**src/rtl/arbitro_scheduler.sv**
```systemverilog
// Four-input scheduler: picks one eligible show-ahead FIFO per cycle and forwards its head word one cycle later.
// Optional macro ARB_STRICT_PRIO_EN selects fixed priority 0>1>2>3 instead of round-robin.
module arbitro_scheduler (
  input  logic       clk,
  input  logic       reset,
  input  logic [3:0] fifo_empty,
  input  logic [5:0] fifo_data0,
  input  logic [5:0] fifo_data1,
  input  logic [5:0] fifo_data2,
  input  logic [5:0] fifo_data3,
  input  logic [3:0] dest_almost_full,
  output logic [3:0] pop,
  output logic       push,
  output logic [5:0] data_out,
  output logic [1:0] dest_sel,
  output logic [1:0] state,
  output logic       stall_err
);

  typedef enum logic [1:0] {
    ST_IDLE  = 2'd0,
    ST_RUN   = 2'd1,
    ST_PAUSE = 2'd2
  } state_t;

  state_t     r_state;
  logic       r_push_p1;
  logic [5:0] r_data_p1;
  logic [1:0] r_dsel_p1;
  logic [7:0] r_stall_cnt;
  logic       r_stall_err;

  logic [5:0] w_head [4];
  logic [3:0] w_elig;
  logic       w_gnt_vld;
  logic [1:0] w_gnt_idx;
  logic [7:0] w_cnt_nxt;

  assign w_head[0] = fifo_data0;
  assign w_head[1] = fifo_data1;
  assign w_head[2] = fifo_data2;
  assign w_head[3] = fifo_data3;

  // The head word of an empty FIFO never influences eligibility.
  always_comb begin
    for (int i = 0; i < 4; i++) begin
      w_elig[i] = !fifo_empty[i] && !dest_almost_full[w_head[i][5:4]];
    end
  end

`ifdef ARB_STRICT_PRIO_EN
  always_comb begin
    w_gnt_vld = 1'b0;
    w_gnt_idx = 2'd0;
    for (int i = 3; i >= 0; i--) begin
      if (w_elig[i]) begin
        w_gnt_vld = 1'b1;
        w_gnt_idx = 2'(i);
      end
    end
  end
`else
  logic [1:0] r_last_grant;
  logic [1:0] w_cand;

  // Scan from lowest to highest priority so the last hit is the nearest index after r_last_grant.
  always_comb begin
    w_gnt_vld = 1'b0;
    w_gnt_idx = 2'd0;
    w_cand    = 2'd0;
    for (int k = 4; k >= 1; k--) begin
      w_cand = r_last_grant + 2'(k);
      if (w_elig[w_cand]) begin
        w_gnt_vld = 1'b1;
        w_gnt_idx = w_cand;
      end
    end
  end

  always_ff @(posedge clk) begin
    if (reset) begin
      r_last_grant <= 2'd3;
    end else if (w_gnt_vld) begin
      r_last_grant <= w_gnt_idx;
    end
  end
`endif

  assign pop = (w_gnt_vld && !reset) ? (4'b0001 << w_gnt_idx) : 4'b0000;

  always_comb begin
    if (w_gnt_vld || (fifo_empty == 4'hF)) begin
      w_cnt_nxt = 8'h00;
    end else if (r_stall_cnt == 8'hFF) begin
      w_cnt_nxt = 8'hFF;
    end else begin
      w_cnt_nxt = r_stall_cnt + 8'd1;
    end
  end

  // Stage p1: registered push, word and FSM state
  always_ff @(posedge clk) begin
    if (reset) begin
      r_state     <= ST_IDLE;
      r_push_p1   <= 1'b0;
      r_data_p1   <= 6'd0;
      r_dsel_p1   <= 2'd0;
      r_stall_cnt <= 8'h00;
      r_stall_err <= 1'b0;
    end else begin
      r_stall_cnt <= w_cnt_nxt;
      r_stall_err <= (w_cnt_nxt == 8'hFF);
      r_push_p1   <= w_gnt_vld;
      if (w_gnt_vld) begin
        r_state   <= ST_RUN;
        r_data_p1 <= w_head[w_gnt_idx];
        r_dsel_p1 <= w_head[w_gnt_idx][5:4];
      end else if (fifo_empty == 4'hF) begin
        r_state <= ST_IDLE;
      end else begin
        r_state <= ST_PAUSE;
      end
    end
  end

  assign push      = r_push_p1;
  assign data_out  = r_data_p1;
  assign dest_sel  = r_dsel_p1;
  assign state     = r_state;
  assign stall_err = r_stall_err;

endmodule
```
**config.mk**
```make
export PLATFORM = sky130hd
export DESIGN_NAME = arbitro_scheduler
export DESIGN_NICKNAME = d
export VERILOG_FILES = /design/src/rtl/arbitro_scheduler.sv
export SDC_FILE = /design/constraint.sdc
export NUM_CORES = 1
export LEC_CHECK = 0
export CAP_MARGIN = 20
export CORE_ASPECT_RATIO = 0.9
export CORE_MARGIN = 1
export CORE_UTILIZATION = 45
export CTS_CLUSTER_DIAMETER = 40
export DETAILED_ROUTE_END_ITERATION = 8
export PLACE_DENSITY = 0.84
export SLEW_MARGIN = 20
export SYNTH_ARGS = -nofsm -noshare
export SYNTH_HDL_FRONTEND = slang
export SYNTH_SLANG_ARGS = --single-unit
```
**constraint.sdc**
```tcl
create_clock -name clk -period 6.6 [get_ports clk]
set_clock_uncertainty 0.05 [all_clocks]
set_input_delay 1.32 -clock clk [delete_from_list [all_inputs] [get_ports clk]]
set_output_delay 1.32 -clock clk [all_outputs]
set_load 0.03 [all_outputs]
```
==> flow_metrics.py <==
metrics = {
    "run_status": {
        "status": "completed",
    },
    "grt": {
        "grt_overflow": 0,
        "antenna_found_initial": 0,
        "track_usage": 0.226,
        "grt_pass1_vias": 1128,
        "grt_first_pass_wirelength_um": 5000,
        "grt_max_degree": 11,
    },
    "hold_path": {
        "hold_class": "flop to flop",
    },
    "clock_tree": {
        "root_buffer": "clkbuf_4",
        "cts.sinks": 19,
        "cts_setup_buffers": 0,
        "cts_buffers": 3,
        "cts_tree": "yes",
        "clockBufferDepth": 2,
        "clk_latency_ns": 0.29,
        "htree_levels": 1,
        "clk_pin_slew_ns": 0.10,
        "post_cts_resized": 0,
        "postCtsHoldBufs": 0,
    },
    "pwr": {
        "power_density_nw_per_um2": 200,
        "leakagePower_nw": 0.630,
        "max-vdd-ir-drop_mv": 0.150,
    },
    "setup_path": {
        "path_common_cell": "clkdlybuf4s50_1",
        "crit_chain": "clkdlybuf4s50_1 > mux4_1 > nor2_2 > o221ai_2 > o311a_1 > nand2b_1 > nor2b_1 > clkdlybuf4s50_1",
        "critical_path_buf_inv_count": 2,
        "crit_family": "buffers and inverters",
        "arrival_ns": 4.04,
        "criticalPathCategory": "primary input to primary output",
        "crit_path_start_kind": "primary input",
        "required_ns": 5.23,
        "cp_max_fo": 8,
        "slowest_delay_ns": 0.68,
        "cp_slowest_cell": "clkdlybuf4s50_1",
        "end_kind": "primary output",
    },
    "layout": {
        "design_area_um2": 1670,
        "fin_nets": 198,
        "antennaDiodeCount": 0,
        "area_delta_synth_final_pct": 43.0,
        "nFillCells": 185,
        "layout_common_cells": "clkdlybuf4s50_1 (49), dfxtp_1 (19), mux2i_1 (14)",
        "final_common_cell": "clkdlybuf4s50_1",
        "drive_gt1_frac": 0.0926,
    },
    "routing": {
        "ant_nets": 0,
        "drcViolationCount": 0,
        "drt_iter0_markers": 33,
        "dr.pass1.iters": 4,
        "vias": 1140,
        "vias_per_cell": 6.00,
        "wirelength_um": 2920,
        "wl_per_cell_um": 15.4,
    },
    "die": {
        "num_rows": 17,
        "die_area_um2": 2800,
        "io_pins": 50,
        "core-area_um2": 2450,
        "die_x_um": 55.7,
        "start_util": 0.477,
        "die_h_um": 50.3,
    },
    "yosys": {
        "synth_warnings": 0,
        "synth_fa_ha_area_frac": 0.0193,
        "synth_area_leaders": "dfxtp_1 (33%), mux2i_1 (12%), o221ai_1 (5.3%)",
        "netlist_area_um2": 1170,
        "synth_simple_gate_area_share": 0.196,
        "syn_nets": 149,
        "seq_area_frac_synth": 0.326,
        "synth_cell_types": 42,
        "synth_compound_area_frac": 0.195,
        "async_reset_ff_frac": 0,
        "ys.flop_type": "dfxtp_1",
        "synth_top_area_share": 0.326,
        "synth_top_family_by_area": "simple AND/OR/NAND/NOR gates",
        "syn_area_per_cell_um2": 10.2,
        "yosysTopAreaCell": "dfxtp_1",
        "ys_seq_elements": 19,
        "synth_edf_count": 0,
        "synthCells": 114,
        "synth.area.mux_share": 0.181,
        "synthXorXnorAreaFrac": 0.0225,
    },
    "timing": {
        "final_max_slew_viol_count": 0,
        "fin_tns_setup_ns": 0,
        "period_minus_slack_ns": 5.41,
        "max_freq_mhz": 185,
        "rsz0062_at_grt": "false",
        "setup_violations": 0,
        "period_share": 0.820,
        "worst_pin_slew_ns": 0.656,
        "max_slew_margin": 0.561,
        "hold_violations": 0,
    },
    "placement": {
        "port_buffers": 49,
        "gp_congestion": 0.899,
        "post_dp_cell_area_um2": 1640,
        "post-dp-hpwl_um": 2360,
    },
    "flow_run": {
        "drv_cap": 0,
    },
}
synthesized netlist by cell type, types with 2 or more instances:
cell type  instances
a211oi_1           2
a211o_1            2
nand3b_1           6
or2_1              2
mux4_2             2
nor2b_1            2
nor2_2             2
mux2i_1           14
and3_1             4
o221ai_1           7
nand2_1            3
inv_1              3
dfxtp_1           19
a31oi_1            2
buf_4              3
a21oi_1            5
nor2_1             7
nand3_1            4
xnor2_1            2
state kept, by name, summed over array words and instances, names as in the netlist:
signal / count
r_last_grant: 2
data_out: 6
stall_err: 1
r_stall_cnt: 8
state: 2
area by class of cell:
type / instances / area, um^2 / share of cell area
Inverter: 3 / 11.3 / 0.00675
Tap cell: 28 / 35.0 / 0.0210
Sequential cell: 19 / 380 / 0.228
Multi-Input combinational cell: 86 / 717 / 0.430
Clock buffer: 4 / 26.3 / 0.0158
Timing Repair Buffer: 50 / 498 / 0.299
final timing paths:
path	start	slack [ns]	endpoint	cells past startpoint
hold / removal	r_stall_cnt[0]	0.44	r_stall_cnt[0]	1
hold reg to reg	r_stall_cnt[0]	0.44	r_stall_cnt[0]	1
setup / recovery	fifo_data0[4]	1.19	pop[1]	8
setup reg to reg	r_last_grant[0]	4.86	data_out[4]	5
cells by family (layout without fill, tap and decap cells):
family | after synthesis | after routing
adder cells (fa/ha/maj) | 2 | 2
flip-flops | 19 | 19
buffers and inverters | 9 | 57
AO/OA/AOI/OAI | 27 | 27
XOR/XNOR | 3 | 3
multiplexers | 17 | 17
AND/OR/NAND/NOR | 37 | 37
report_power, final:
part | internal (mW) | total (mW) | switching [mW] | leakage [nW]
registers | 0.126 | 0.135 | 0.00889 | 0.156
logic | 0.0686 | 0.141 | 0.0721 | 0.460
clock network | 0.0235 | 0.0580 | 0.0345 | 0.0150
total | 0.218 | 0.333 | 0.115 | 0.630
layer usage:
metal / routed length (um) / global-route usage
met5: 0 / 0
met4: 42 / 0.0583
met3: 228 / 0.0722
met2: 1330 / 0.359
met1: 1320 / 0.297
metrics by stage:
step / utilization / cells / hold WS [ns] / power, mW / worst slack (ns)
2_1_floorplan: - / 114 / 0.396 / 0.225 / 2.15
3_3_place_gp: 0.671 / 186 / 0.413 / 0.274 / 1.24
3_5_place_dp: 0.671 / 186 / 0.432 / 0.277 / 1.18
4_1_cts: 0.682 / 190 / 0.456 / 0.336 / 1.18
5_1_grt: 0.682 / 190 / 0.490 / 0.349 / 1.02
6_report: 0.682 / 190 / 0.444 / 0.333 / 1.19
Power figures use the tool's default switching activity.
